**config.mk**
```make
export PLATFORM = sky130hd
export DESIGN_NAME = niosii_soc_nios2_oci_dct_packer_flat
export DESIGN_NICKNAME = d
export VERILOG_FILES = /design/src/rtl/niosii_soc_nios2_oci_dct_packer_pkg.sv /design/src/rtl/niosii_soc_nios2_oci_dct_packer_if.sv /design/src/rtl/niosii_soc_nios2_oci_dct_packer_outreg.sv /design/src/rtl/niosii_soc_nios2_oci_dct_packer.sv /design/src/flat_wrapper.sv
export SDC_FILE = /design/constraint.sdc
export NUM_CORES = 1
export LEC_CHECK = 0
export BUFFER_PORTS_ARGS = -buffer_cell sky130_fd_sc_hd__buf_2
export CAP_MARGIN = 10
export CELL_PAD_IN_SITES_DETAIL_PLACEMENT = 1
export CELL_PAD_IN_SITES_GLOBAL_PLACEMENT = 2
export CORE_ASPECT_RATIO = 0.5
export CORE_MARGIN = 2
export CORE_UTILIZATION = 39
export CTS_BUF_LIST = sky130_fd_sc_hd__clkbuf_4 sky130_fd_sc_hd__clkbuf_8
export CTS_CLUSTER_SIZE = 24
export DETAILED_ROUTE_END_ITERATION = 10
export PLACE_DENSITY = 0.89
export SETUP_SLACK_MARGIN = 0.05
export SLEW_MARGIN = 5
export SYNTH_ARGS = -nofsm -noshare
export SYNTH_HDL_FRONTEND = slang
export SYNTH_SLANG_ARGS = --single-unit
```
**constraint.sdc**
```tcl
create_clock -name clk -period 4.8 [get_ports clk]
set_clock_uncertainty 0.15 [all_clocks]
set_input_delay 0 -clock clk [delete_from_list [all_inputs] [get_ports clk]]
set_output_delay 0 -clock clk [all_outputs]
set_load 0.05 [all_outputs]
```
**src/rtl/niosii_soc_nios2_oci_dct_packer_pkg.sv**
```systemverilog
// Shared constants and types for the OCI data-trace packer path.
package niosii_soc_oci_trace_pkg;

    localparam int ATOM_W = 2;
    localparam int SLOTS  = 15;
    localparam int CNT_W  = 4;
    localparam int BUF_W  = ATOM_W * SLOTS;

    typedef logic [ATOM_W-1:0] atom_t;
    typedef logic [BUF_W-1:0]  dct_buf_t;
    typedef logic [CNT_W-1:0]  dct_cnt_t;

    typedef enum logic [1:0] {
        RUN   = 2'd0,
        DRAIN = 2'd1,
        ENDED = 2'd2
    } pack_state_t;

    localparam dct_cnt_t FULL_CNT = dct_cnt_t'(SLOTS);

    // Atom positioned at its slot; slot 0 is the oldest atom at bits [1:0].
    function automatic dct_buf_t place_atom(atom_t a, dct_cnt_t slot);
        dct_buf_t b;
        b = dct_buf_t'(a);
        return b << (ATOM_W * int'(slot));
    endfunction

endpackage

```
**src/rtl/niosii_soc_nios2_oci_dct_packer_if.sv**
```systemverilog
// Atom input and packed-buffer output handshakes of the DCT packer.
interface niosii_soc_nios2_oci_dct_packer_if;
    import niosii_soc_oci_trace_pkg::*;

    atom_t    atom_in;
    logic     atom_valid;
    logic     atom_ready;
    dct_buf_t dct_buffer;
    dct_cnt_t dct_count;
    logic     dct_valid;
    logic     dct_ready;

    modport slave (
        input  atom_in, atom_valid, dct_ready,
        output atom_ready, dct_buffer, dct_count, dct_valid
    );

    modport master (
        output atom_in, atom_valid, dct_ready,
        input  atom_ready, dct_buffer, dct_count, dct_valid
    );

endinterface

```
**src/rtl/niosii_soc_nios2_oci_dct_packer_outreg.sv**
```systemverilog
// One-entry valid/ready output register; a load on an accept cycle replaces
// the departing entry without a bubble.
module niosii_soc_oci_dct_outreg
    import niosii_soc_oci_trace_pkg::*;
(
    input  logic     clk,
    input  logic     reset,
    input  logic     load,
    input  dct_buf_t load_buf,
    input  dct_cnt_t load_cnt,
    input  logic     ready,
    output logic     free,
    output dct_buf_t data,
    output dct_cnt_t cnt,
    output logic     valid
);

    assign free = !valid || ready;

    always_ff @(posedge clk) begin
        if (reset) begin
            data  <= '0;
            cnt   <= '0;
            valid <= 1'b0;
        end else if (load) begin
            data  <= load_buf;
            cnt   <= load_cnt;
            valid <= 1'b1;
        end else if (ready) begin
            valid <= 1'b0;
        end
    end

endmodule

```
**src/rtl/niosii_soc_nios2_oci_dct_packer.sv**
```systemverilog
// Packs 2-bit trace atoms into 15-slot buffers and sequences end-of-test drain.
// Optional stall_count output under NIOSII_SOC_DCT_PACKER_STALL_CNT_EN.
module niosii_soc_nios2_oci_dct_packer
    import niosii_soc_oci_trace_pkg::*;
(
    input  logic clk,
    input  logic reset,
    niosii_soc_nios2_oci_dct_packer_if.slave bus,
    input  logic flush_req,
    input  logic end_req,
    output logic test_ending,
    output logic test_has_ended
`ifdef NIOSII_SOC_DCT_PACKER_STALL_CNT_EN
    ,
    output logic [15:0] stall_count
`endif
);

    pack_state_t state, state_nxt;
    dct_buf_t    acc, acc_nxt, load_buf;
    dct_cnt_t    acc_cnt, cnt_nxt, load_cnt;
    logic        flush_pending, flush_nxt;
    logic        out_free, accept, full, close, do_close;

    assign full           = (acc_cnt == FULL_CNT);
    assign bus.atom_ready = (state == RUN) && !(full && !out_free);
    assign accept         = bus.atom_valid && bus.atom_ready;
    assign close          = full || ((acc_cnt != '0) && (flush_pending || state == DRAIN));
    assign do_close       = close && out_free;

    // A full close starts a new buffer with the incoming atom; a flush close
    // folds the incoming atom into the buffer being emitted.
    always_comb begin
        acc_nxt  = acc;
        cnt_nxt  = acc_cnt;
        load_buf = acc;
        load_cnt = acc_cnt;
        if (do_close) begin
            if (full) begin
                acc_nxt = accept ? place_atom(bus.atom_in, '0) : '0;
                cnt_nxt = accept ? dct_cnt_t'(1) : '0;
            end else begin
                acc_nxt = '0;
                cnt_nxt = '0;
                if (accept) begin
                    load_buf = acc | place_atom(bus.atom_in, acc_cnt);
                    load_cnt = acc_cnt + 1'b1;
                end
            end
        end else if (accept) begin
            acc_nxt = acc | place_atom(bus.atom_in, acc_cnt);
            cnt_nxt = acc_cnt + 1'b1;
        end
    end

    always_comb begin
        flush_nxt = flush_pending;
        if (do_close) begin
            flush_nxt = 1'b0;
        end else if (flush_req && state != ENDED && (acc_cnt != '0 || accept)) begin
            flush_nxt = 1'b1;
        end
    end

    always_comb begin
        state_nxt = state;
        unique case (state)
            RUN:     if (end_req) state_nxt = DRAIN;
            DRAIN:   if (acc_cnt == '0 && (!bus.dct_valid || bus.dct_ready)) state_nxt = ENDED;
            ENDED:   state_nxt = ENDED;
            default: state_nxt = RUN;
        endcase
    end

    always_ff @(posedge clk) begin
        if (reset) begin
            state         <= RUN;
            acc           <= '0;
            acc_cnt       <= '0;
            flush_pending <= 1'b0;
        end else begin
            state         <= state_nxt;
            acc           <= acc_nxt;
            acc_cnt       <= cnt_nxt;
            flush_pending <= flush_nxt;
        end
    end

    assign test_ending    = (state != RUN);
    assign test_has_ended = (state == ENDED);

    niosii_soc_oci_dct_outreg u_outreg (
        .clk      (clk),
        .reset    (reset),
        .load     (do_close),
        .load_buf (load_buf),
        .load_cnt (load_cnt),
        .ready    (bus.dct_ready),
        .free     (out_free),
        .data     (bus.dct_buffer),
        .cnt      (bus.dct_count),
        .valid    (bus.dct_valid)
    );

`ifdef NIOSII_SOC_DCT_PACKER_STALL_CNT_EN
    always_ff @(posedge clk) begin
        if (reset) begin
            stall_count <= '0;
        end else if (bus.atom_valid && !bus.atom_ready && stall_count != 16'hFFFF) begin
            stall_count <= stall_count + 16'd1;
        end
    end
`endif

endmodule
```
**src/flat_wrapper.sv**
```systemverilog
// flat-port wrapper written by rule: the top's interface ports become plain ports
module niosii_soc_nios2_oci_dct_packer_flat import niosii_soc_oci_trace_pkg::*;
  (clk, reset, flush_req, end_req, test_ending, test_has_ended, bus_atom_in, bus_atom_valid, bus_dct_ready, bus_atom_ready, bus_dct_buffer, bus_dct_count, bus_dct_valid);
  niosii_soc_nios2_oci_dct_packer_if bus_i ();
  input  logic clk;
  input  logic reset;
  input  logic flush_req;
  input  logic end_req;
  output logic test_ending;
  output logic test_has_ended;
  input wire logic [$bits(bus_i.atom_in)-1:0] bus_atom_in;
  input wire logic [$bits(bus_i.atom_valid)-1:0] bus_atom_valid;
  input wire logic [$bits(bus_i.dct_ready)-1:0] bus_dct_ready;
  output wire logic [$bits(bus_i.atom_ready)-1:0] bus_atom_ready;
  output wire logic [$bits(bus_i.dct_buffer)-1:0] bus_dct_buffer;
  output wire logic [$bits(bus_i.dct_count)-1:0] bus_dct_count;
  output wire logic [$bits(bus_i.dct_valid)-1:0] bus_dct_valid;
  assign bus_i.atom_in = bus_atom_in;
  assign bus_i.atom_valid = bus_atom_valid;
  assign bus_i.dct_ready = bus_dct_ready;
  assign bus_atom_ready = bus_i.atom_ready;
  assign bus_dct_buffer = bus_i.dct_buffer;
  assign bus_dct_count = bus_i.dct_count;
  assign bus_dct_valid = bus_i.dct_valid;
  niosii_soc_nios2_oci_dct_packer u_core (.clk(clk), .reset(reset), .bus(bus_i), .flush_req(flush_req), .end_req(end_req), .test_ending(test_ending), .test_has_ended(test_has_ended));
endmodule
```
=== After elaboration in Yosys (flattened, before gate mapping) ===
Cells that the tools add are included.

* $add $sub $neg: 1
* Equal/unequal tests: 6
* Shift-type cells: 1
* Bitwise operators: 1
* Reduce and logical (&&, ||, !) cells: 22
* Mux-type cells: 15

{| class="wikitable"
|+ Operator list
! cell !! number
|-
| $mux 30 || 4
|-
| $or 30x30->30 || 1
|-
| $shl 2x5->30 || 1
|-
| $mux 4 || 4
|-
| $logic_and 1x1->1 || 8
|-
| $mux 2 || 3
|-
| $ne 2x2->1 const B || 3
|-
| $pmux 2 s3 || 1
|-
| $add 4x1->4 const B || 1
|-
| $eq 4x4->1 const B || 1
|-
| $logic_not 4->1 || 1
|-
| $logic_or 1x1->1 || 4
|-
| $reduce_bool 2->1 || 2
|-
| $reduce_bool 4->1 || 1
|-
| $logic_not 1->1 || 3
|-
| $mux 1 || 3
|-
| $eq 2x1->1 const B || 1
|-
| $eq 2x2->1 const B || 1
|-
| $logic_not 2->1 || 1
|-
| $reduce_and 2->1 || 1
|-
| $reduce_or 2->1 || 1
|}

* Register bits after elaboration: 72
* Output and inout port bits: 38
* Word-level logic and storage cells: 53
* Input bits: 8

=== Logic depth before layout (Yosys ltp) ===
Gate-level depths: netlist of the first run.

* Word-level depth: 10
* Mapped depth: 8

=== Cells and area by module ===
From an unflattened synthesis of the first run, not the netlist that was laid out.

* Cells, all modules: 344
* Area total of the unflattened synthesis: 3229.3 µm²

{| class="wikitable"
|+ Modules (own cells, without submodules)
! module !! cells each !! area each (µm²) !! instances
|-
| niosii_soc_nios2_oci_dct_packer || 230 || 1956.9 || 1
|-
| niosii_soc_oci_dct_outreg || 114 || 1272.5 || 1
|}

=== Worst setup path after synthesis of the first run ===
No wires, ideal clock.

* Path type: reg2reg
* Start: register u_core.acc_cnt[0]
* End: register u_core.u_outreg.data[22]
* Setup time: 0.070 ns
* Setup slack: 2.926 ns
* Cell stages (with the launch flop): 9
* Path buffers: 2
* Arrival time: 1.654 ns
* Clock period less this slack: 1.874 ns
* Data required time: 4.580 ns
* Cells stage by stage: dfxtp_1 -> inv_1 -> ha_1 -> nor2b_1 -> o21ba_1 -> or3_1 -> buf_6 -> buf_6 -> o2bb2ai_1

* Word-level cells in the longest chain between the ends: 7
* Elaborated cells between the ends (all ways): 13

{| class="wikitable"
|+ Ends and longest elaborated chain
! element !! line !! text
|-
| start: declaration || niosii_soc_nios2_oci_dct_packer.sv:21 || <nowiki>dct_cnt_t acc_cnt, cnt_nxt, load_cnt;</nowiki>
|-
| start signal: assignment || niosii_soc_nios2_oci_dct_packer.sv:84 || <nowiki>acc_cnt <= cnt_nxt;</nowiki>
|-
| $eq 4x4->1 || niosii_soc_nios2_oci_dct_packer.sv:25 || <nowiki>assign full = (acc_cnt == FULL_CNT);</nowiki>
|-
| $logic_and 1x1->1 || niosii_soc_nios2_oci_dct_packer.sv:26 || <nowiki>assign bus.atom_ready = (state == RUN) && !(full && !out_free);</nowiki>
|-
| $logic_not 1->1 || niosii_soc_nios2_oci_dct_packer.sv:26 ||
|-
| $logic_and 1x1->1 || niosii_soc_nios2_oci_dct_packer.sv:26 ||
|-
| $logic_and 1x1->1 || niosii_soc_nios2_oci_dct_packer.sv:27 || <nowiki>assign accept = bus.atom_valid && bus.atom_ready;</nowiki>
|-
| $mux 30 || -- ||
|-
| $mux 30 || niosii_soc_nios2_oci_dct_packer.sv:39 || <nowiki>if (full) begin</nowiki>
|-
| end signal: assignment || niosii_soc_nios2_oci_dct_packer_outreg.sv:26 || <nowiki>data <= load_buf;</nowiki>
|-
| end: declaration || niosii_soc_nios2_oci_dct_packer_outreg.sv:13 || <nowiki>output dct_buf_t data,</nowiki>
|}

Several ways; a longest one is shown, not always the timed one.
A chain may end at the register's enable or synchronous reset.

=== Worst setup path in the final report of the first run ===
* Start: register u_core.acc_cnt[0]
* End: register u_core.acc[0]

* Word-level cells in the longest chain between the ends: 8
* Elaborated cells between the ends (all ways): 15

{| class="wikitable"
|+ Ends and longest elaborated chain
! element !! line !! text
|-
| $eq 4x4->1 || niosii_soc_nios2_oci_dct_packer.sv:25 ||
|-
| $logic_and 1x1->1 || niosii_soc_nios2_oci_dct_packer.sv:26 ||
|-
| $logic_not 1->1 || niosii_soc_nios2_oci_dct_packer.sv:26 ||
|-
| $logic_and 1x1->1 || niosii_soc_nios2_oci_dct_packer.sv:26 ||
|-
| $logic_and 1x1->1 || niosii_soc_nios2_oci_dct_packer.sv:27 ||
|-
| $mux 2 || niosii_soc_nios2_oci_dct_packer.sv:40 || <nowiki>acc_nxt = accept ? place_atom(bus.atom_in, '0) : '0;</nowiki>
|-
| $mux 30 || niosii_soc_nios2_oci_dct_packer.sv:39 ||
|-
| $mux 30 * || niosii_soc_nios2_oci_dct_packer.sv:38 || <nowiki>if (do_close) begin</nowiki>
|-
| end signal: assignment || niosii_soc_nios2_oci_dct_packer.sv:83 || <nowiki>acc <= acc_nxt;</nowiki>
|-
| end: declaration || niosii_soc_nios2_oci_dct_packer.sv:20 || <nowiki>dct_buf_t acc, acc_nxt, load_buf;</nowiki>
|}

Every way passes the cells marked *; elsewhere a longest branch is shown, timed or not.

==> impl_results.md, run 1 <==
* Portion of the post-synthesis area used by sequential elements at 0.525
* Final layout net count at 337
* Synth Flop Type: sky130_fd_sc_hd__dfxtp_1
* Share of Yosys cell area claimed by the top area cell type at 0.525
* Setup repair after global routing missed its margin: false
* Crit path kind: reg -> reg
* Total Die Area at 0.00777 mm²
* Share of synthesized registers carrying an async set or reset at 0
* Worst-Margin Slew at 1.14 ns
* Vertical die dimension at 63.3 µm
* Worst IR drop on VDD at 142 µV
* Cells after synthesis at 273
* Number of nets produced by synthesis at 287
* Number of antenna violations at the first check in global routing at 0
* Detailed-route wire length on metal 1 at 3410 µm
* Synthesis-stage register bit count at 72
* Pre-Repair DR Iteration Count at 4
* Worst setup SP type: flop
* Number of flops mapped to enable cells by yosys at 0
* Clock transition at the registers of the reported paths at 0.08 ns
* Width of the chip at 123 µm
* Ratio of routed vias to standard cells at 5.22
* Count of pins over their slew limit at 0
* GP Congestion at 0.852
* Proportion of layout cells with a drive suffix above 1 at 0.204
* Ratio of final minimum period to clock period at 0.576
* TritonCTS clock tree: built
* Pwr/cell area at 450 mW/mm²
* Number of buffers inserted to repair setup after CTS at 0
* Cell Area, Synth at 0.00275 mm²
* Worst-path maximum fanout at 27
* Crit path capture type: flop
* Met3 routed wirelength at 250 µm
* Start point of the critical path: u_core.acc_cnt[0]$_SDFF_PP0_
* Hold/Removal Path Class: in -> reg
* Per-cell routed wire length at 16.2 µm
* Uppermost signal routing layer after detailed routing: met4
* Endpoint arrival time on the critical path at 2.81 ns
* Skew-Pair Late Insertion Delay at 0.35 ns
* Clock sinks at 72
* Total number of H-tree levels at 3
* DP Wirelength at 4600 µm
* Crit Reg-Reg Startpoint: u_core.acc_cnt[0]$_SDFF_PP0_
* Number of warnings printed during yosys synthesis at 0
* Utilization after layout at 0.481
* Number of library cell types mapped by synthesis at 39
* Leading post-synthesis cells by cell area: sky130_fd_sc_hd__dfxtp_1 (53%), sky130_fd_sc_hd__o2bb2ai_1 (10%), sky130_fd_sc_hd__a21oi_1 (6.2%), sky130_fd_sc_hd__nor2_1 (4.8%), sky130_fd_sc_hd__buf_6 (2.9%)
* Count of final hold-check violations at 0
* Effective utilization at floorplan at 0.407
* Clock buffers created by TritonCTS at 9
* Final TNS setup at 0 ns
* Clock period minus final worst setup slack at 2.76 ns
* Pleak at 1.33 nW
* Via count of the first global-routing pass at 2142
* Wire length of the first global-routing pass at 10900 µm
* Outcome: completed
* WL final at 6820 µm
* Synth-to-layout area growth at 18.3%
* Syn avg cell area at 10.1 µm²
* Area of the core at 0.00675 mm²
* Setup-failing EPs final at 0
* I/O pin total at 46
* Detail Route met2 WL at 3080 µm
* Quantity of I/O buffers inserted on ports at 45
* Number of standard-cell rows in the floorplan at 21
* Dominant cell type by area after synthesis: sky130_fd_sc_hd__dfxtp_1
* DRC violation count after routing at 0
* N_diodes at 0
* Total grt overflow at 0
* Hold wc startpoint: flush_req
* Max-capacitance violation count at 0
* Peak clock frequency supported by timing at 0.362 GHz
* Number of vias after detailed routing at 2193
* Pin count of the biggest net entering global routing at 41
* Clk root buf: sky130_fd_sc_hd__clkbuf_8
* Worst slew margin at 0.239
* Data required time at the worst endpoint at 4.85 ns
* Starting DRT DRC Count at 72
* All-Layer GR Usage at 0.187
* Antenna viol nets, final at 0
* Buffer levels on the longest clock path at 2
-- timing repair --
item / in CTS / in global routing
hold buffers: 9 / 0
gates resized for setup: 0 / 0
hold endpoints to repair: 11 / 0
-- synthesized netlist by cell type (all sizes together) (2+ instances only) --
| cell type | number |
|---|---|
| nor3 | 4 |
| nand2 | 6 |
| buf | 13 |
| nor2b | 2 |
| o21a | 6 |
| nor4b | 2 |
| nand2b | 6 |
| mux2i | 5 |
| ha | 6 |
| a211oi | 2 |
| nand3 | 5 |
| and3 | 5 |
| and3b | 4 |
| nor2 | 35 |
| a21oi | 35 |
| a211o | 2 |
| o21ai | 3 |
| inv | 10 |
| clkbuf | 3 |
| a31oi | 2 |
| o2bb2ai | 33 |
| dfxtp | 72 |
-- registers in the layout, summed over array words and instances (netlist names) --
name,flops
u_core.u_outreg.data,30
u_core.state,2
u_core.u_outreg.valid,1
u_core.flush_pending,1
u_core.acc_cnt,4
u_core.u_outreg.cnt,4
u_core.acc,30
-- stage by stage --
stage | power [mW] | instance area (µm²) | cells | hold WS (ns) | setup WS, ns
CTS | 1.47 | 3250 | 420 | 0.278 | 2.04
global placement | 1.00 | 2970 | 395 | 0.115 | 2.22
floorplan | 0.948 | 2750 | 273 | -0.0414 | 2.93
detailed placement | 1.02 | 2970 | 395 | 0.117 | 2.08
global route | 1.54 | 3250 | 420 | 0.325 | 1.82
finish | 1.46 | 3250 | 420 | 0.286 | 2.04
-- cell type report --
cell class / instances / area, µm²
inverters: 10 / 37.5
multi-input cells: 175 / 1140
fillers: 757 / 3500
repair buffers: 55 / 323
well taps: 92 / 115
flip-flops and latches: 72 / 1440
clock buffers: 12 / 159
clock inverters: 4 / 28.8
-- path summary, 6_finish.rpt --
| kind | end | cells past startpoint | slack (ns) |
|---|---|---|---|
| min | u_core.flush_pending$_SDFFE_PP0P_ | 4 | 0.29 |
| max | u_core.acc[0]$_SDFF_PP0_ | 6 | 2.04 |
| min reg2reg | u_core.acc[15]$_SDFF_PP0_ | 2 | 0.30 |
| max reg2reg | u_core.acc[0]$_SDFF_PP0_ | 6 | 2.04 |
-- cells in the final DEF (no fill, tap or decap), types with 3 or more instances in the layout --
master                          Yosys  routed
sky130_fd_sc_hd__o21ai_0            3       3
sky130_fd_sc_hd__and3_1             5       5
sky130_fd_sc_hd__inv_1             10      10
sky130_fd_sc_hd__buf_2              5      45
sky130_fd_sc_hd__ha_1               6       6
sky130_fd_sc_hd__and3b_1            4       4
sky130_fd_sc_hd__nand2b_1           6       6
sky130_fd_sc_hd__o21a_1             6       6
sky130_fd_sc_hd__dlygate4sd3_1      0       9
sky130_fd_sc_hd__nor3_1             4       4
sky130_fd_sc_hd__nor2_1            35      35
sky130_fd_sc_hd__nand3_1            5       5
sky130_fd_sc_hd__o2bb2ai_1         32      32
sky130_fd_sc_hd__dfxtp_1           72      72
sky130_fd_sc_hd__clkbuf_8           0      11
sky130_fd_sc_hd__mux2i_1            5       5
sky130_fd_sc_hd__nand2_1            5       5
sky130_fd_sc_hd__a21oi_1           34      34
-- report_power, final --
group,total [mW],switching [mW],internal [mW]
Clock,0.448,0.227,0.221
Sequential,0.652,0.0276,0.624
Combinational,0.360,0.250,0.110
-- routing by layer --
layer	GRT usage	up-vias
li1	-	1077
met2	0.292	38
met1	0.239	1069
met3	0.0661	9
met5	0	-
met4	0.0647	0
-- kinds of logic after synthesis --
kind of cell | after synthesis | share of synthesized area
AO/OA/AOI/OAI | 89 | 0.230
XOR/XNOR | 1 | 0.00319
adder cells (fa/ha/maj) | 6 | 0.0273
buffers and inverters | 26 | 0.0583
flip-flops | 72 | 0.525
multiplexers | 5 | 0.0182
AND/OR/NAND/NOR | 74 | 0.138
-- worst max-delay path, cell delays in order (launching register included) --
cell and delay, ns:
sky130_fd_sc_hd__dfxtp_1 0.57, sky130_fd_sc_hd__inv_1 0.16, sky130_fd_sc_hd__ha_1 0.26, sky130_fd_sc_hd__nor2b_1 0.16, sky130_fd_sc_hd__o21bai_1 0.30, sky130_fd_sc_hd__a21o_1 0.79, sky130_fd_sc_hd__o21ai_0 0.21
Power figures use the tool's default switching activity.
==> run 2, diff against run 1 <==
--- a/config.mk
+++ b/config.mk
@@ -11,11 +11,11 @@
 export CELL_PAD_IN_SITES_GLOBAL_PLACEMENT = 2
 export CORE_ASPECT_RATIO = 0.5
 export CORE_MARGIN = 2
-export CORE_UTILIZATION = 39
+export CORE_UTILIZATION = 33
 export CTS_BUF_LIST = sky130_fd_sc_hd__clkbuf_4 sky130_fd_sc_hd__clkbuf_8
 export CTS_CLUSTER_SIZE = 24
 export DETAILED_ROUTE_END_ITERATION = 10
-export PLACE_DENSITY = 0.89
+export PLACE_DENSITY = 0.81
 export SETUP_SLACK_MARGIN = 0.05
 export SLEW_MARGIN = 5
 export SYNTH_ARGS = -nofsm -noshare
==> constraint.sdc (replaced) <==
create_clock -name clk -period 2.41 [get_ports clk]
set_clock_uncertainty 0.15 [all_clocks]
set_input_delay 0 -clock clk [delete_from_list [all_inputs] [get_ports clk]]
set_output_delay 0 -clock clk [all_outputs]
set_load 0.05 [all_outputs]
==> run 2 against run 1 <==
Power increased by 95%; highest routed layer unchanged; hold slack gained 0.019 ns; core utilization is 7.0 points lower; clock power up 80%; largest cell class unchanged; via count up 0.96%; clock-buffer cell count decreased by 1; die area increased by 17%; sequential share of layout area shrank 0.65 points; cell area is 1.6% higher; register-to-register slack got worse by 1.8 ns; sequential power rose by 98%; first-iteration DRC count increased by 64%.
==> impl_results.md, run 2 (synthesis gave the netlist of run 1 again) <==
* Outcome: completed (unchanged)
* Clock buffers created by TritonCTS at 9 (unchanged)
* Number of buffers inserted to repair setup after CTS at 0 (unchanged)
* Worst-path maximum fanout at 5 (was 27)
* Worst-Margin Slew at 0.588 ns (was 1.14 ns)
* Pleak at 1.35 nW (was 1.33 nW)
* Starting DRT DRC Count at 118 (was 72)
* Commonest cells after routing, fill and taps aside: sky130_fd_sc_hd__dfxtp_1 (71), sky130_fd_sc_hd__buf_2 (45), sky130_fd_sc_hd__nor2_1 (35) (was sky130_fd_sc_hd__dfxtp_1 (72), sky130_fd_sc_hd__buf_2 (45), sky130_fd_sc_hd__nor2_1 (35))
* Crit path kind: reg -> reg (unchanged)
* Clock sinks at 72 (unchanged)
* Count of final hold-check violations at 0 (unchanged)
* Critical path's top delay family: buffers and inverters (was compound AO/OA/AOI/OAI gates)
* Vertical die dimension at 68.5 µm (was 63.3 µm)
* Number of antenna violations at the first check in global routing at 0 (unchanged)
* Count of pins over their slew limit at 0 (unchanged)
* Final layout net count at 342 (was 337)
* N_diodes at 0 (unchanged)
* Setup-failing EPs final at 0 (unchanged)
* Per-cell routed wire length at 15.7 µm (was 16.2 µm)
* Worst IR drop on VDD at 312 µV (was 142 µV)
* GP Congestion at 0.789 (was 0.852)
* Critical path cell sequence: inv_1, ha_1, nor2b_1, o21bai_1, a21oi_1, nor2_1, dlygate4sd3_1 (was inv_1, ha_1, nor2b_1, o21bai_1, a21o_1, o21ai_0)
* Final TNS setup at 0 ns (unchanged)
* Endpoint arrival time on the critical path at 2.36 ns (was 2.81 ns)
* WL final at 6950 µm (was 6820 µm)
* Worst slew margin at 0.606 (was 0.239)
* Data required time at the worst endpoint at 2.55 ns (was 4.85 ns)
* All-Layer GR Usage at 0.163 (was 0.187)
* Via count of the first global-routing pass at 2244 (was 2142)
* Quantity of I/O buffers inserted on ports at 45 (unchanged)
* Synth-to-layout area growth at 20.2% (was 18.3%)
* Skew-Pair Late Insertion Delay at 0.35 ns (about the same)
* Clock transition at the registers of the reported paths at 0.07 ns (was 0.08 ns)
* Area of the core at 0.00803 mm² (was 0.00675 mm²)
* Ratio of final minimum period to clock period at 0.922 (was 0.576)
* Antenna viol nets, final at 0 (unchanged)
* Ratio of routed vias to standard cells at 5.00 (was 5.22)
* Count of fill cells added during filler insertion at 898 (was 757)
* DP Wirelength at 4830 µm (was 4600 µm)
* Pwr/cell area at 865 mW/mm² (was 450 mW/mm²)
* Wire length of the first global-routing pass at 11200 µm (was 10900 µm)
* Width of the chip at 133 µm (was 123 µm)
* Number of vias after detailed routing at 2214 (was 2193)
* Number of standard-cell rows in the floorplan at 23 (was 21)
* Pin count of the biggest net entering global routing at 41 (unchanged)
* Worst reg2reg path depth at 7 (was 6)
* Pre-Repair DR Iteration Count at 4 (unchanged)
* I/O pin total at 46 (unchanged)
* Total grt overflow at 0 (unchanged)
* Effective utilization at floorplan at 0.342 (was 0.407)
* Max-capacitance violation count at 0 (unchanged)
* Standard cell with the maximum stage delay on the critical path: sky130_fd_sc_hd__dlygate4sd3_1 (was sky130_fd_sc_hd__a21o_1)
* Clock period minus final worst setup slack at 2.22 ns (was 2.76 ns)
* Hold path cells at 4 (unchanged)
* Crit path capture type: flop (unchanged)
* Setup repair after global routing missed its margin: true (was false)
* Proportion of layout cells with a drive suffix above 1 at 0.221 (was 0.204)
* Worst setup SP type: flop (unchanged)
* Buffer levels on the longest clock path at 2 (unchanged)
* Total number of cells along the worst setup path at 7 (was 6)
* Commonest non-fill, non-tap cell in the layout: sky130_fd_sc_hd__dfxtp_1 (unchanged)
* Buffers and inverters on the worst path at 2 (was 1)
* Clk root buf: sky130_fd_sc_hd__clkbuf_8 (unchanged)
* Top Registers: u_core.acc: 30 flops, u_core.u_outreg.data: 30 flops (unchanged)
* Peak per-stage delay on the critical path at 0.54 ns (was 0.79 ns)
* Total Die Area at 0.00911 mm² (was 0.00777 mm²)
* DRC violation count after routing at 0 (unchanged)
* Total number of H-tree levels at 3 (unchanged)
* Overall power at 2.85 mW (was 1.46 mW)
* Peak clock frequency supported by timing at 0.450 GHz (was 0.362 GHz)
* Hold/Removal Path Class: in -> reg (unchanged)
* TritonCTS clock tree: built (unchanged)
-- run 2: cell count changes in the layout (fill, tap and decap cells not counted), sizes merged --
cell,change
buf,+6
clkbuf,-1
clkinvlp,-1
dlygate4sd3,-1
-- run 2: power by group --
group	switching (mW)	leakage (nW)	internal [mW]
sequential	0.0458	0.582	1.24
combinational	0.517	0.690	0.240
clock	0.420	0.0821	0.385
total	0.983	1.35	1.87
-- run 2: layout make-up --
cell class              count  area [µm²]  share of cell area
clock buffers              11         139              0.0421
clock inverters             3        21.3             0.00645
inverters                  10        37.5              0.0114
multi-input cells         175        1150               0.348
flip-flops and latches     72        1440               0.437
well taps                 112         140              0.0425
repair buffers             60         370               0.112
-- run 2: per-layer routing --
layer	wire, µm	up-vias	GRT usage
met1	3410	1080	0.203
met4	113	0	0.0632
li1	-	1085	-
met2	3120	37	0.267
met3	314	12	0.0570
met5	0	-	0
-- run 2: worst reg2reg max path, cell delays in order (launching register included) --
cell,delay [ns]
sky130_fd_sc_hd__dfxtp_1,0.42
sky130_fd_sc_hd__inv_1,0.12
sky130_fd_sc_hd__ha_1,0.25
sky130_fd_sc_hd__nor2b_1,0.16
sky130_fd_sc_hd__o21bai_1,0.32
sky130_fd_sc_hd__a21oi_1,0.12
sky130_fd_sc_hd__nor2_1,0.10
sky130_fd_sc_hd__dlygate4sd3_1,0.54
-- run 2: what timing repair did --
item | CTS | global route
hold buffers | 8 | 0
endpoints found under the setup margin | 0 | 40
endpoints found under the hold margin | 11 | 0
resized for setup | 0 | 2
-- run 2: through the flow --
stage | instances | setup WS [ns] | area [µm²] | hold WS (ns) | util
3_5_place_dp | 421 | 0.118 | 3050 | 0.115 | 0.380
2_1_floorplan | 273 | 0.536 | 2750 | -0.0414 | -
6_report | 443 | 0.188 | 3300 | 0.305 | 0.411
3_3_place_gp | 421 | 0.192 | 3050 | 0.0964 | 0.380
4_1_cts | 443 | 0.0814 | 3290 | 0.290 | 0.410
5_1_grt | 443 | 0.0270 | 3300 | 0.330 | 0.411
-- run 2: path summary, 6_finish.rpt --
path | startpoint | to | slack [ns]
min | flush_req | u_core.flush_pending$_SDFFE_PP0P_ | 0.30
min reg2reg | u_core.acc[13]$_SDFF_PP0_ | u_core.acc[13]$_SDFF_PP0_ | 0.31
max | u_core.acc_cnt[0]$_SDFF_PP0_ | u_core.u_outreg.valid$_SDFFE_PP0P_ | 0.19
max reg2reg | u_core.acc_cnt[0]$_SDFF_PP0_ | u_core.u_outreg.valid$_SDFFE_PP0P_ | 0.19
==> run 3, diff against run 2 <==
--- a/config.mk
+++ b/config.mk
@@ -10,12 +10,12 @@
 export CELL_PAD_IN_SITES_DETAIL_PLACEMENT = 1
 export CELL_PAD_IN_SITES_GLOBAL_PLACEMENT = 2
 export CORE_ASPECT_RATIO = 0.5
-export CORE_MARGIN = 2
-export CORE_UTILIZATION = 33
+export CORE_MARGIN = 4
+export CORE_UTILIZATION = 36
 export CTS_BUF_LIST = sky130_fd_sc_hd__clkbuf_4 sky130_fd_sc_hd__clkbuf_8
 export CTS_CLUSTER_SIZE = 24
 export DETAILED_ROUTE_END_ITERATION = 10
-export PLACE_DENSITY = 0.81
+export PLACE_DENSITY = 0.84
 export SETUP_SLACK_MARGIN = 0.05
 export SLEW_MARGIN = 5
 export SYNTH_ARGS = -nofsm -noshare
==> constraint.sdc (replaced) <==
create_clock -name clk -period 2.1 [get_ports clk]
set_clock_uncertainty 0.15 [all_clocks]
set_input_delay 0 -clock clk [delete_from_list [all_inputs] [get_ports clk]]
set_output_delay 0 -clock clk [all_outputs]
set_load 0.05 [all_outputs]
==> run 3 against run 2 <==
Cell area up 8.6%; clock power up 21%; critical endpoint is now u_core.u_outreg.data[24]$_SDFFE_PP0P_; non-clock buffer count up 12; cell count down 0.45%; highest routed layer unchanged; combinational power up 44%; critical path depth unchanged; die area up 0.68%; clock-buffer cell count unchanged; setup slack worse by 0.10 ns; via count up 3.2%; routed wire length up 19%.
==> impl_results.md, run 3 (synthesis gave the netlist of run 1 again) <==
* Outcome: completed (unchanged)
* Final layout net count at 354 (was 342)
* Area of the core at 0.00738 mm² (was 0.00803 mm²)
* Wire length of the first global-routing pass at 12500 µm (was 11200 µm)
* Worst setup SP type: flop (unchanged)
* Buffers and inverters on the worst path at 2 (unchanged)
* Count of pins over their slew limit at 0 (unchanged)
* Count of fill cells added during filler insertion at 845 (was 898)
* Number of non-filler instances in the completed layout at 441 (was 443)
* DP Wirelength at 5130 µm (was 4830 µm)
* Pin count of the biggest net entering global routing at 34 (was 41)
* Count of final hold-check violations at 0 (unchanged)
* Total grt overflow at 0 (unchanged)
* Skew-Pair Late Insertion Delay at 0.35 ns (about the same)
* Hold wc startpoint: bus_dct_ready (was flush_req)
* Utilization after layout at 0.486 (was 0.411)
* I/O pin total at 46 (unchanged)
* Setup-failing EPs final at 0 (unchanged)
* Total number of H-tree levels at 3 (unchanged)
* Commonest cells after routing, fill and taps aside: sky130_fd_sc_hd__dfxtp_1 (68), sky130_fd_sc_hd__buf_2 (45), sky130_fd_sc_hd__a21oi_1 (34), sky130_fd_sc_hd__nor2_1 (34), sky130_fd_sc_hd__o2bb2ai_1 (21) (was sky130_fd_sc_hd__dfxtp_1 (71), sky130_fd_sc_hd__buf_2 (45), sky130_fd_sc_hd__nor2_1 (35))
* Ratio of final minimum period to clock period at 0.958 (was 0.922)
* Per-cell routed wire length at 18.7 µm (was 15.7 µm)
* Standard cell with the maximum stage delay on the critical path: sky130_fd_sc_hd__or3_4 (was sky130_fd_sc_hd__dlygate4sd3_1)
* Worst-Margin Slew at 0.593 ns (was 0.588 ns)
* Clock transition at the registers of the reported paths at 0.07 ns (about the same)
* Commonest non-fill, non-tap cell in the layout: sky130_fd_sc_hd__dfxtp_1 (unchanged)
* Quantity of I/O buffers inserted on ports at 45 (unchanged)
* Width of the chip at 131 µm (was 133 µm)
* Proportion of layout cells with a drive suffix above 1 at 0.325 (was 0.221)
* Ratio of routed vias to standard cells at 5.18 (was 5.00)
* Top Registers: u_core.acc: 30 flops, u_core.u_outreg.data: 30 flops (unchanged)
* Starting DRT DRC Count at 172 (was 118)
* Synth-to-layout area growth at 30.5% (was 20.2%)
* Clk root buf: sky130_fd_sc_hd__clkbuf_8 (unchanged)
* Pwr/cell area at 990 mW/mm² (was 865 mW/mm²)
* All-Layer GR Usage at 0.174 (was 0.163)
* Hold/Removal Path Class: in -> reg (unchanged)
* Worst Hold Path EP: u_core.acc_cnt[2]$_SDFF_PP0_ (was u_core.flush_pending$_SDFFE_PP0P_)
* Clock buffers created by TritonCTS at 9 (unchanged)
* Pre-Repair DR Iteration Count at 4 (unchanged)
* Hold path cells at 5 (was 4)
* Peak per-stage delay on the critical path at 0.43 ns (was 0.54 ns)
* GP Congestion at 0.798 (was 0.789)
* N_diodes at 0 (unchanged)
* Number of vias after detailed routing at 2284 (was 2214)
* Buffer levels on the longest clock path at 2 (unchanged)
* Critical path cell sequence: inv_2, ha_2, nor2b_2, o21ba_2, or3_4, clkbuf_16, o2bb2ai_2 (was inv_1, ha_1, nor2b_1, o21bai_1, a21oi_1, nor2_1, dlygate4sd3_1)
* Endpoint arrival time on the critical path at 2.14 ns (was 2.36 ns)
* FF-to-FF setup slack at 0.09 ns (was 0.19 ns)
* Data required time at the worst endpoint at 2.23 ns (was 2.55 ns)
* Number of standard-cell rows in the floorplan at 22 (was 23)
* DRC violation count after routing at 0 (unchanged)
* Antenna viol nets, final at 0 (unchanged)
* Crit Reg-Reg Startpoint: u_core.acc_cnt[0]$_SDFF_PP0_ (unchanged)
* Sequential cell area in the final layout at 0.00145 mm² (was 0.00144 mm²)
* Pleak at 1.48 nW (was 1.35 nW)
* Overall power at 3.55 mW (was 2.85 mW)
* Effective utilization at floorplan at 0.372 (was 0.342)
* Clock period minus final worst setup slack at 2.01 ns (was 2.22 ns)
* Worst reg2reg path depth at 7 (unchanged)
* Final worst hold slack at 0.0207 ns (was 0.305 ns)
* Via count of the first global-routing pass at 2354 (was 2244)
* Crit path kind: reg -> reg (unchanged)
* Critical path's top delay family: simple AND/OR/NAND/NOR gates (was buffers and inverters)
* Area of the multi-input gates at 0.00125 mm² (was 0.00115 mm²)
* WL final at 8240 µm (was 6950 µm)
* Crit path capture type: flop (unchanged)
* Vertical die dimension at 69.7 µm (was 68.5 µm)
* Max-capacitance violation count at 0 (unchanged)
* Worst slew margin at 0.603 (was 0.606)
* Clock sinks at 72 (unchanged)
* TritonCTS clock tree: built (unchanged)
* Worst-path maximum fanout at 8 (was 5)
* Setup repair after global routing missed its margin: true (unchanged)
* Number of antenna violations at the first check in global routing at 0 (unchanged)
* Crit Reg-Reg Endpoint: u_core.u_outreg.data[24]$_SDFFE_PP0P_ (was u_core.u_outreg.valid$_SDFFE_PP0P_)
* Peak clock frequency supported by timing at 0.497 GHz (was 0.450 GHz)
* Total Die Area at 0.00917 mm² (was 0.00911 mm²)
* Number of placed instances with taps included at 413 (was 421)
* Worst IR drop on VDD at 497 µV (was 312 µV)
==> run 3: layout make-up <==
type / count / area share
Clock inverter: 5 / 0.00943
Tap cell: 96 / 0.0335
Timing Repair Buffer: 72 / 0.155
Multi-Input combinational cell: 175 / 0.348
Sequential cell: 72 / 0.404
Inverter: 10 / 0.0105
Clock buffer: 11 / 0.0388
==> run 3: worst reg2reg max path: stages, from the launching register on <==
cell and delay (ns):
sky130_fd_sc_hd__dfxtp_4 0.37, sky130_fd_sc_hd__inv_2 0.05, sky130_fd_sc_hd__ha_2 0.20, sky130_fd_sc_hd__nor2b_2 0.17, sky130_fd_sc_hd__o21ba_2 0.23, sky130_fd_sc_hd__or3_4 0.43
sky130_fd_sc_hd__clkbuf_16 0.21, sky130_fd_sc_hd__o2bb2ai_2 0.14
==> run 3: report_power, final <==
group          switching (mW)  total [mW]  internal, mW  leakage, nW
Sequential             0.0460        1.48          1.43        0.583
Clock                   0.521       0.974         0.453       0.0861
Combinational           0.693        1.09         0.400        0.814
Total                    1.26        3.55          2.29         1.48
==> run 3: timing repair <==
action | in CTS | in global routing
gates cloned | 0 | 4
pin swaps | 0 | 2
hold endpoints to repair | 12 | 0
resized for setup | 10 | 20
hold buffers | 6 | 0
setup buffers | 0 | 2
setup endpoints to repair | 52 | 49
==> run 3: routing by layer <==
metal | vias to the layer above | part of all wire | global-route usage
li1 | 1108 | - | -
met1 | 1115 | 0.48 | 0.232
met2 | 51 | 0.47 | 0.270
met3 | 10 | 0.042 | 0.0536
met4 | 0 | 0.011 | 0.0524
met5 | - | 0 | 0
==> run 3: worst max path at each step <==
| stage | start | to | slack (ns) | cells after the start |
|---|---|---|---|---|
| 3_5_place_dp | u_core.state[0]$_SDFFE_PP0P_ | u_core.acc[0]$_SDFF_PP0_ | -0.04 | 6 |
| 5_1_grt | u_core.state[1]$_SDFFE_PP0P_ | u_core.u_outreg.data[25]$_SDFFE_PP0P_ | 0.02 | 7 |
| 4_1_cts | u_core.state[1]$_SDFFE_PP0P_ | u_core.u_outreg.data[12]$_SDFFE_PP0P_ | 0.05 | 7 |
| 2_1_floorplan | u_core.acc_cnt[0]$_SDFF_PP0_ | u_core.u_outreg.data[22]$_SDFFE_PP0P_ | 0.23 | 8 |
| 3_3_place_gp | u_core.state[0]$_SDFFE_PP0P_ | u_core.u_outreg.data[3]$_SDFFE_PP0P_ | 0.07 | 6 |
| 6_report | u_core.acc_cnt[0]$_SDFF_PP0_ | u_core.u_outreg.data[24]$_SDFFE_PP0P_ | 0.09 | 7 |
==> run 3: stage by stage <==
stage	area [µm²]	setup slack, ns	TNS [ns]
after floorplan	2750	0.226	0
after global placement	3120	0.0700	0
after detailed placement	3120	-0.0360	-0.0950
after CTS	3390	0.0526	0
after global routing	3580	0.0154	0
final	3580	0.0880	0
